<file path="src/rtl/iitb_risc_pkg.sv">
// Shared definitions for the IITB-RISC core: word width, opcode map and
// the instruction-fetch FSM state type.
package iitb_risc_pkg;

    localparam int WORD_W = 16;
    typedef logic [WORD_W-1:0] word_t;

    localparam logic [3:0] OPC_ADI  = 4'b0000;
    localparam logic [3:0] OPC_ADD  = 4'b0001;
    localparam logic [3:0] OPC_NAND = 4'b0010;
    localparam logic [3:0] OPC_LLI  = 4'b0011;
    localparam logic [3:0] OPC_LW   = 4'b0100;
    localparam logic [3:0] OPC_SW   = 4'b0101;
    localparam logic [3:0] OPC_LM   = 4'b0110;
    // Unused encoding: the controller treats it as a bubble with no side effects.
    localparam logic [3:0] OPC_NOP  = 4'b0111;
    localparam logic [3:0] OPC_BEQ  = 4'b1000;
    localparam logic [3:0] OPC_BLT  = 4'b1001;
    localparam logic [3:0] OPC_BLE  = 4'b1010;
    localparam logic [3:0] OPC_JAL  = 4'b1100;
    localparam logic [3:0] OPC_JLR  = 4'b1101;
    localparam logic [3:0] OPC_JRI  = 4'b1111;

    typedef enum logic {
        S_FETCH = 1'b0,
        S_ISSUE = 1'b1
    } fetch_state_e;

    function automatic word_t sext9(input logic [8:0] imm);
        return {{(WORD_W-9){imm[8]}}, imm};
    endfunction

    function automatic word_t sext6(input logic [5:0] imm);
        return {{(WORD_W-6){imm[5]}}, imm};
    endfunction

endpackage

</file>
<file path="src/rtl/next_pc_sel.sv">
// Combinational next-PC target selection; all arithmetic wraps modulo 2^16.
module next_pc_sel
    import iitb_risc_pkg::*;
(
    input  logic [15:0] pc,
    input  logic [8:0]  imm9,
    input  logic [15:0] rf_ra_data,
    input  logic [15:0] rf_rb_data,
    input  logic        jump_jlr,
    input  logic        jump_jri,
    input  logic        jump_jal,
    input  logic        branch_taken,
    output logic [15:0] next_pc
);

    always_comb begin
        next_pc = pc + 16'd1;
        if (jump_jlr) begin
            next_pc = rf_rb_data;
        end else if (jump_jri) begin
            next_pc = rf_ra_data + sext9(imm9);
        end else if (jump_jal) begin
            next_pc = pc + sext9(imm9);
        end else if (branch_taken) begin
            // BEQ offset lives in the low six bits of the same immediate field.
            next_pc = pc + sext6(imm9[5:0]);
        end
    end

endmodule

</file>
<file path="src/rtl/fetch_unit.sv">
// Instruction fetch unit: fetches one word, holds it until the execute stage
// acknowledges it, then advances the PC.
module fetch_unit
    import iitb_risc_pkg::*;
#(
    parameter logic [15:0] RESET_PC = 16'h0000
) (
    input  logic        clk,
    input  logic        rst_n,
    input  logic        pc_en,
    input  logic        branch_beq,
    input  logic        jump_jal,
    input  logic        jump_jlr,
    input  logic        jump_jri,
    input  logic        beq_equal,
    input  logic [15:0] rf_ra_data,
    input  logic [15:0] rf_rb_data,
    input  logic        instr_ack,
    output logic        imem_req,
    output logic [15:0] imem_addr,
    input  logic        imem_ready,
    input  logic [15:0] imem_rdata,
    output logic [15:0] instr,
    output logic        instr_valid,
    output logic [3:0]  opcode,
    output logic [15:0] pc,
    output logic [15:0] pc_plus1,
    output logic [15:0] retired_count
);

    fetch_state_e state_q;
    logic [15:0]  pc_q;
    logic [15:0]  pc_d;
    logic [15:0]  instr_q;
    logic [15:0]  retired_q;

    next_pc_sel u_next_pc_sel (
        .pc           (pc_q),
        .imm9         (instr_q[8:0]),
        .rf_ra_data   (rf_ra_data),
        .rf_rb_data   (rf_rb_data),
        .jump_jlr     (jump_jlr),
        .jump_jri     (jump_jri),
        .jump_jal     (jump_jal),
        .branch_taken (branch_beq & beq_equal),
        .next_pc      (pc_d)
    );

    always_ff @(posedge clk or negedge rst_n) begin
        if (!rst_n) begin
            state_q   <= S_FETCH;
            pc_q      <= RESET_PC;
            instr_q   <= 16'h0000;
            retired_q <= 16'h0000;
        end else begin
            case (state_q)
                S_FETCH: begin
                    if (imem_ready) begin
                        instr_q <= imem_rdata;
                        state_q <= S_ISSUE;
                    end
                end
                S_ISSUE: begin
                    if (instr_ack) begin
                        state_q   <= S_FETCH;
                        retired_q <= retired_q + 16'd1;
                        // pc_en=0 keeps the PC, so the same word is fetched again.
                        if (pc_en) begin
                            pc_q <= pc_d;
                        end
                    end
                end
                default: begin
                    state_q <= S_FETCH;
                end
            endcase
        end
    end

    // State resets to S_FETCH, so the request is also gated by rst_n to keep
    // the memory port quiet while reset is held.
    assign imem_req      = rst_n & (state_q == S_FETCH);
    assign imem_addr     = pc_q;
    assign instr         = instr_q;
    assign instr_valid   = (state_q == S_ISSUE);
    assign opcode        = instr_valid ? instr_q[15:12] : OPC_NOP;
    assign pc            = pc_q;
    assign pc_plus1      = pc_q + 16'd1;
    assign retired_count = retired_q;

endmodule

</file>
<file path="config.mk">
export PLATFORM = sky130hd
export DESIGN_NAME = fetch_unit
export DESIGN_NICKNAME = d
export VERILOG_FILES = /design/src/rtl/iitb_risc_pkg.sv /design/src/rtl/next_pc_sel.sv /design/src/rtl/fetch_unit.sv
export SDC_FILE = /design/constraint.sdc
export NUM_CORES = 1
export LEC_CHECK = 0
export ABC_AREA = 1
export CAP_MARGIN = 20
export CORE_UTILIZATION = 30
export CTS_BUF_LIST = sky130_fd_sc_hd__clkbuf_4 sky130_fd_sc_hd__clkbuf_8
export DETAILED_ROUTE_END_ITERATION = 10
export GPL_TIMING_DRIVEN = 1
export PLACE_DENSITY = 0.57
export SKIP_CTS_REPAIR_TIMING = 1
export SLEW_MARGIN = 10
export SYNTH_ARGS = -nofsm -noshare
export SYNTH_HDL_FRONTEND = slang
export SYNTH_HIERARCHICAL = 1
export SYNTH_SLANG_ARGS = --single-unit
</file>
<file path="constraint.sdc">
create_clock -name clk -period 2.8 [get_ports clk]
set_input_delay 0.7 -clock clk [delete_from_list [all_inputs] [get_ports clk]]
set_output_delay 0.7 -clock clk [all_outputs]
set_load 0.01 [all_outputs]
</file>
Yosys cells after proc, flatten, opt, wreduce, memory -nomap -nowiden
Cells that the tools add are included.
Cells by class
  add/sub/neg operators: 5
  mux-type cells: 8
  bitwise gates (word level): 3
  reductions and logical operators: 3
Operators by type and width (number)
  two-way mux 16 bit: 4
  adder 16 bit: 3
  adder 16 x 1 -> 16 bit (second input constant): 2
  two-way mux 4 bit: 1
  AND reduction 2 bit: 2
  AND reduction 3 bit: 1
  bitwise AND 1 bit: 2
  two-way mux 1 bit: 2
  case mux 1 bit (2 select lines): 1
  inverter 1 bit: 1
Storage, ports and cells
  bits in registers: 49
  input bits: 58
  output and inout port bits: 86
  word-level logic and storage cells: 23

Longest topological paths before layout
Gate-level depths: netlist (run 1).
  depth in word-level cells: 5
  gate-level depth with buffers: 20
  depth with buffers taken out: 20

By module
Netlist (run 1), hierarchy kept.
By module, submodules not included
  fetch_unit: times used 1, cells each 265, area an instance 2523.7 µm², sequential area each 1226.2 µm²
  next_pc_sel: times used 1, cells each 472, area an instance 2290.9 µm², sequential area each 0.0 µm²

Worst setup path before layout (run 1)
Ideal clock, no wire load.
  kind: input-to-reg
  from: input port branch_beq
  to: register pc_q[10], in the netlist imem_addr[10]
  library setup time: 125 ps
  data arrival time: 2599 ps
  required time: 2675 ps
  path slack: 76 ps
  cell stages on the path: 17
  path buffers: 0
  cells stage by stage: nand2_1 > inv_1 > nor2_1 > or2_2 > ha_1 > fa_1 > nand2_1 > nand2_1 > nand3_1 > nand2_1 > nand2_1 > nand3b_1 > nand3_1 > nand2_1 > nand2_1 > nand2_1 > mux2_2
Between the ends
  word-level cells in the longest chain between the ends: 5
Ends and longest elaborated chain
  from (decl): RTL line fetch_unit.sv:11  | input logic branch_beq,
  bitwise AND 1 bit: RTL line fetch_unit.sv:45  | .branch_taken (branch_beq & beq_equal),
  two-way mux 16 bit: RTL line next_pc_sel.sv:24  | end else if (branch_taken) begin
  two-way mux 16 bit: RTL line next_pc_sel.sv:22  | end else if (jump_jal) begin
  two-way mux 16 bit: RTL line next_pc_sel.sv:20  | end else if (jump_jri) begin
  two-way mux 16 bit: RTL line next_pc_sel.sv:18  | if (jump_jlr) begin
  named net pc_d[10]: RTL line fetch_unit.sv:33  | logic [15:0] pc_d;
  to (signal assigned): RTL line fetch_unit.sv:69  | pc_q <= pc_d;
  to (decl): RTL line fetch_unit.sv:32  | logic [15:0] pc_q;
The timed path passes the listed nets, and every way through them passes these cells.
A chain may end at the register's enable or synchronous reset.

Final worst setup path (run 1)
  from: register pc_q[0], in the netlist imem_addr[0]
  to: output port pc_plus1[6]
Between the ends
  word-level cells in the longest chain between the ends: 1
Ends and longest elaborated chain
  adder 16 x 1 -> 16 bit: RTL line fetch_unit.sv:88  | assign pc_plus1 = pc_q + 16'd1;
  to (decl): RTL line fetch_unit.sv:27  | output logic [15:0] pc_plus1,
No other way between the ends.

==> metrics.md, run 1 <==
| Metric | Value |
|---|---|
| Status | `completed` |
| Final Hold Vio Count | `0` |
| Critical path launch point type | `flop` |
| Final Critical Period | `approximately 2.7 ns` |
| Synth top area cells | `dfrtp_1 25%, nand2_1 20%, inv_1 9.1%` |
| Leakage | `3.66 nW` |
| Commonest cells in the netlist | `253 x nand2_1, 117 x inv_1, 58 x nor2_1` |
| Compound-Gate Fraction of Synth Area | `under 10%` |
| Synth Area in Adders | `9.41%` |
| Clock sinks | `between 40 and 50` |
| Grt ovf | `0` |
| First-pass GRT wire length | `23500 um` |
| Rows | `45` |
| Post-synthesis async set-or-reset flop share | `100%` |
| Worst-Skew Late Latency | `about 0.33 ns` |
| Post-route ant nets | `0` |
| Detailed Route Iter0 Violations | `189` |
| Multiplexer share of the synthesized area | `between 4 and 5%` |
| H-Tree Depth | `2` |
| Unrepaired setup endpoints after global routing | `false` |
| Leading cell type by number of instances after synthesis | `nand2_1` |
| Number of diodes | `0` |
| Routed WL | `14800 um` |
| Post-synthesis cell count | `737` |
| Final setup vio count | `0` |
| Gr usage total | `18.2%` |
| Initial antenna violation count | `0` |
| Final Power | `around 5.6 mW` |
| Final Cycle Share | `95.3%` |
| Drt pass-1 iters | `4` |
| Share of cells above drive strength 1 | `18.8%` |
| Reg2Reg Depth | `14` |
| Worst R2R Setup Slack | `0.48 ns` |
| Layout area overhead | `49.3%` |
| Vias per inst | `4.51` |
| Post-Syn Nets | `830` |
| Reg2reg start | `instr[0]` |
| Pwr per Cell Area | `~800 mW/mm2` |
| # port buffers | `143` |
| Synth Cell Area | `0.00481 mm2` |
| YS warnings | `6` |
| Final hold slack | `0.510 ns` |
| Routed via count | `5035` |
| Hold Crit Class | `in -> async` |
| Setup Skew | `roughly 0.014 ns` |
| Chip height | `129 um` |
| Longest Clk Path Bufs | `2` |
| CORE AREA | `0.0154 mm2` |
| Die Wd | `approximately 130 um` |
| Fmax | `roughly 370 MHz` |
| DRC violations left | `0` |
| Top_reg_cell synth | `dfrtp_1` |
| Synth Area in Simple Gates | `36.9%` |
| Routability Congestion | `0.846` |
| Max Cap Viol | `0` |
| Final Max Tran Viols | `0` |
| Post-synth EDFFs | `0` |
| Synth cell types | `36` |
| CTS root buf | `clkbuf_8` |
| Largest area contributor in the netlist | `dfrtp_1` |
| Critical path data arrival time | `around 2.0 ns` |
| Clock Pin Slew Worst Setup and Hold Paths | `0.10 ns` |
| Total CTS buffers | `5` |
| Max-slew headroom | `between 50% and 60%` |
| Yosys top cell area share | `25.5%` |
| Crit. End Element | `primary output` |
| Synth Area in XOR/XNOR | `4.73%` |
| Syn Area/Cell | `6.53 um2` |
| Dpl hpwl | `11600 um` |
| Final #Nets | `around 1000` |
| CTS tree | `done` |
| Vias in the first global route | `4881` |
| Setup CP Type | `reg -> out` |
| IO Pins | `144` |
| Starting Density | `between 30 and 40%` |
| Largest net degree at the start of global routing | `50` |
| Worst-Margin Slew | `0.657 ns` |
| WL/cell | `13.2 um` |
| Required @ worst endpoint | `2.10 ns` |
| Largest family of logic cells by synthesized area | `simple AND/OR/NAND/NOR gates` |
| Critical path fanouts, max | `5` |
| Maximum VDD drop | `0.533 mV` |
| DIE AREA | `0.0166 mm2` |
| Critical R2R Capture | `imem_addr[10]` |
| Seq/Total Area, Yosys | `between 20% and 30%` |
| #FFs+latches synth | `49` |
[metrics by stage]
stage / std cells / area [um2] / TNS (ns) / util (%) / setup WS (ns)
finish: 1116 / 7190 / 0 / 46.6 / 0.133
global route: 1116 / 7190 / 0 / 46.6 / 0.0149
CTS: 1108 / 6700 / -2.41 / 43.4 / -0.235
detailed placement: 1100 / 6580 / -5.86 / 42.6 / -0.582
global placement: 1100 / 6580 / -5.58 / 42.6 / -0.545
floorplan: 737 / 4810 / 0 / - / 0.0764
[layout by cell type (no fill, tap or decap), drive strengths merged, types with 2 or more instances in the layout]
master,count
buf,43
clkbuf,5
and2,2
nor2,63
dfrtp,49
nand2,256
clkdlybuf4s50,131
nor3,13
nand4,13
ha,33
fa,2
dlymetal6s2s,11
o21ai,10
xnor2,8
or2,6
inv,120
a31oi,3
nand3b,6
mux2,21
a21oi,35
nand3,52
o211ai,2
xor2,18
[worst max-delay path, stage by stage (launching register included)]
cell	delay [ns]
dfrtp_2	0.42
ha_1	0.21
nand3_2	0.16
nor2_4	0.16
xor2_1	0.15
clkdlybuf4s50_1	0.55
[sequential cells by signal (all words and copies together), names as in the netlist]
| register | count |
|---|---|
| imem_addr | 16 |
| instr | 16 |
| retired_count | 16 |
| instr_valid | 1 |
[kinds of logic (layout without fill, tap and decap cells)]
family	count (synthesis)	after routing
and+or+nand+nor	413	413
buffers and inverters	143	311
AOI/OAI and AO/OA	50	50
DFF	49	49
adders and majority gates	35	35
xor gates and xnor gates	26	26
muxes	21	21
[routing by layer]
metal  track usage, %  vias to the layer above  routed length [um]
met1             21.5                     2272                6450
met2             32.3                      108                7180
met3             4.99                       15                 929
met4             4.71                        0                 230
li1                 -                     2640                   -
met5                0                        -                   0
[worst max-delay path by stage]
stage | start | to | slack (ns)
final | imem_addr[0] | pc_plus1[6] | 0.13
after global routing | imem_addr[0] | pc_plus1[13] | 0.01
after CTS | imem_addr[1] | pc_plus1[14] | -0.24
after detailed placement | beq_equal | imem_addr[10] | -0.58
after global placement | branch_beq | imem_addr[10] | -0.55
after floorplan | branch_beq | imem_addr[10] | 0.08
[cell type report]
| type | count | area, um2 |
|---|---|---|
| tap | 211 | 264 |
| clock buffer | 5 | 68.8 |
| fill | 1633 | 8240 |
| inverter | 118 | 450 |
| clock inverter | 3 | 47.5 |
| timing repair buffer | 185 | 1770 |
| sequential | 49 | 1240 |
| multi-input combinational | 545 | 3340 |
[power breakdown]
part / switching, mW / total (mW) / internal (mW)
clock network: 0.277 / 0.550 / 0.273
registers: 0.316 / 1.22 / 0.901
logic: 1.94 / 3.85 / 1.91
total: 2.53 / 5.62 / 3.08
(Power assumes the default switching activity.)
==> run 2: changes to the inputs <==
--- a/config.mk
+++ b/config.mk
@@ -6,14 +6,15 @@
 export NUM_CORES = 1
 export LEC_CHECK = 0
 export ABC_AREA = 1
-export CAP_MARGIN = 20
+export CAP_MARGIN = 10
 export CORE_UTILIZATION = 30
 export CTS_BUF_LIST = sky130_fd_sc_hd__clkbuf_4 sky130_fd_sc_hd__clkbuf_8
 export DETAILED_ROUTE_END_ITERATION = 10
 export GPL_TIMING_DRIVEN = 1
 export PLACE_DENSITY = 0.57
 export SKIP_CTS_REPAIR_TIMING = 1
-export SLEW_MARGIN = 10
+export SKIP_LAST_GASP = 1
+export SLEW_MARGIN = 30
 export SYNTH_ARGS = -nofsm -noshare
 export SYNTH_HDL_FRONTEND = slang
 export SYNTH_HIERARCHICAL = 1
==> results of run 2 <==
No change in the layout: final DEF, timing and power equal those of run 1.
==> run 3: changes to the inputs <==
--- a/config.mk
+++ b/config.mk
@@ -12,7 +12,6 @@
 export DETAILED_ROUTE_END_ITERATION = 10
 export GPL_TIMING_DRIVEN = 1
 export PLACE_DENSITY = 0.57
-export SKIP_CTS_REPAIR_TIMING = 1
 export SKIP_LAST_GASP = 1
 export SLEW_MARGIN = 30
 export SYNTH_ARGS = -nofsm -noshare
==> run 3 against run 2 <==
Effect of this change: clock power about the same; setup slack worse by 0.035 ns; global-route usage rose by 0.078 points; fmax is 1.3% lower; utilization hardly changed; critical endpoint is now pc_plus1[9]; highest routed layer unchanged.
==> metrics.md, run 3 (synthesis results as in run 1) <==
| Metric | Value |
|---|---|
| Share of cells above drive strength 1 | `19.0%` |
| Final setup vio count | `0` |
| Final Cycle Share | `96.5%` |
| CTS root buf | `clkbuf_8` |
| M1 wire length | `6430 um` |
| Required @ worst endpoint | `2.10 ns` |
| Layout area overhead | `49.1%` |
| DRC violations left | `0` |
| Final Critical Period | `2.70 ns` |
| Routed WL | `14600 um` |
| Worst-Skew Late Latency | `0.33 ns` |
| Vias in the first global route | `just under 5000` |
| Total CTS buffers | `5` |
| Gr usage total | `18.2%` |
| Die Wd | `approximately 130 um` |
| Pwr per Cell Area | `between 700 and 800 mW/mm2` |
| Critical path launch point type | `flop` |
| Crit. End Element | `primary output` |
| Setup CP Type | `reg -> out` |
| Clock sinks | `about 50` |
| Design Area, Final | `around 0.0072 mm2` |
| Fmax | `370 MHz` |
| DIE AREA | `0.0166 mm2` |
| Leakage | `3.66 nW` |
| Met2 Wirelength | `7040 um` |
| Post-route ant nets | `0` |
| Max Cap Viol | `0` |
| Number of diodes | `0` |
| Rows | `45` |
| CTS tree | `done` |
| Clock Pin Slew Worst Setup and Hold Paths | `0.10 ns` |
| Commonest cells after routing, fill and taps aside | `233 x nand2_1, 134 x clkdlybuf4s50_1, 111 x inv_1` |
| Largest net degree at the start of global routing | `50` |
| Drt pass-1 iters | `4` |
| Detailed Route Iter0 Violations | `between 200 and 250` |
| Chip height | `129 um` |
| Critical path fanouts, max | `4` |
| Final Max Tran Viols | `0` |
| Hold Crit Class | `in -> async` |
| Grt ovf | `0` |
| H-Tree Depth | `2` |
| Routability Congestion | `about 0.85` |
| Critical path data arrival time | `2.00 ns` |
| CORE AREA | `around 0.015 mm2` |
| First-pass GRT wire length | `about 24000 um` |
| WL/cell | `13.0 um` |
| Final std cells w/o fill | `1121` |
| Dpl hpwl | `11600 um` |
| Max-slew headroom | `56.2%` |
| Max Used Layer | `met4` |
| Hold-fix buffers, CTS | `0` |
| Longest Clk Path Bufs | `2` |
| Routed via count | `5041` |
| Vias per inst | `4.50` |
| Initial antenna violation count | `0` |
| Final hold slack | `0.521 ns` |
| Area post-placement | `0.00658 mm2` |
| IO Pins | `144` |
| Maximum VDD drop | `0.530 mV` |
| Status | `completed` |
| Post-Place Cells | `between 1000 and 1500` |
| Final Hold Vio Count | `0` |
| # port buffers | `143` |
| Final #Nets | `~1000` |
| Starting Density | `31.2%` |
| Commonest non-fill, non-tap cell in the layout | `nand2_1` |
| Worst slack at placement | `-0.582 ns` |
| WL met3 | `947 um` |
| Final worst slack | `slightly below 0.1 ns` |
| Worst-Margin Slew | `0.657 ns` |
| Setup Skew | `0.0142 ns` |
run 3: cell count changes in the layout (fill, tap and decap cells not counted), sizes merged:
cell / change
clkdlybuf4s50: +3
buf: +5
dlymetal6s2s: -4
dlygate4sd2: +1
run 3: per-stage QoR:
step	total power, mW	setup TNS [ns]	util, %
after floorplan	3.13	0	-
after global placement	4.60	-5.58	42.6
after detailed placement	4.62	-5.86	42.6
after global routing	6.12	-0.0215	46.5
after CTS	5.32	-0.181	44.1
final	5.59	0	46.5
run 3: where the power goes:
part	total [mW]	leakage, nW	internal (mW)	switching [mW]
Sequential	1.20	0.566	0.902	0.300
Combinational	3.84	3.03	1.92	1.92
Clock	0.550	0.0591	0.273	0.277
run 3: timing repair:
item                                    in CTS  in global routing
buffers inserted                             3                 10
endpoints found under the setup margin      19                 21
gates resized for setup                     28                 74
pin swaps                                    5                 34
run 3: area by class of cell:
class                           instances  area (um2)
Timing Repair Buffer                  190        1800
Inverter                              118         450
Tap cell                              211         264
Clock buffer                            5        68.8
Sequential cell                        49        1240
Clock inverter                          3        47.5
Fill cell                            1641        8250
Multi-Input combinational cell        545        3300
run 3: worst max-delay path, stage by stage, from the launching register on:
cell             delay, ns
dfrtp_2               0.41
buf_4                 0.15
nand3_4               0.10
nor2_4                0.17
nand2_1               0.12
xor2_1                0.17
clkdlybuf4s50_1       0.56
run 3: per-layer routing:
metal,global-route usage (%),up-vias
li1,-,2650
met1,21.6,2265
met2,32.6,112
met3,4.99,14
met4,4.29,0
met5,0,-
run 3: path summary, 6_finish.rpt:
check | start | end | slack, ns | depth (start not counted)
min | rst_n | retired_count[15] | 0.52 | 2
max | imem_addr[1] | pc_plus1[9] | 0.1 | 6
max reg2reg | instr[0] | imem_addr[10] | 0.51 | 14
min in group clk | retired_count[5] | retired_count[5] | 0.52 | 1
max in group asynchronous | rst_n | imem_addr[12] | 1.81 | 2
min reg2reg | retired_count[5] | retired_count[5] | 0.52 | 1
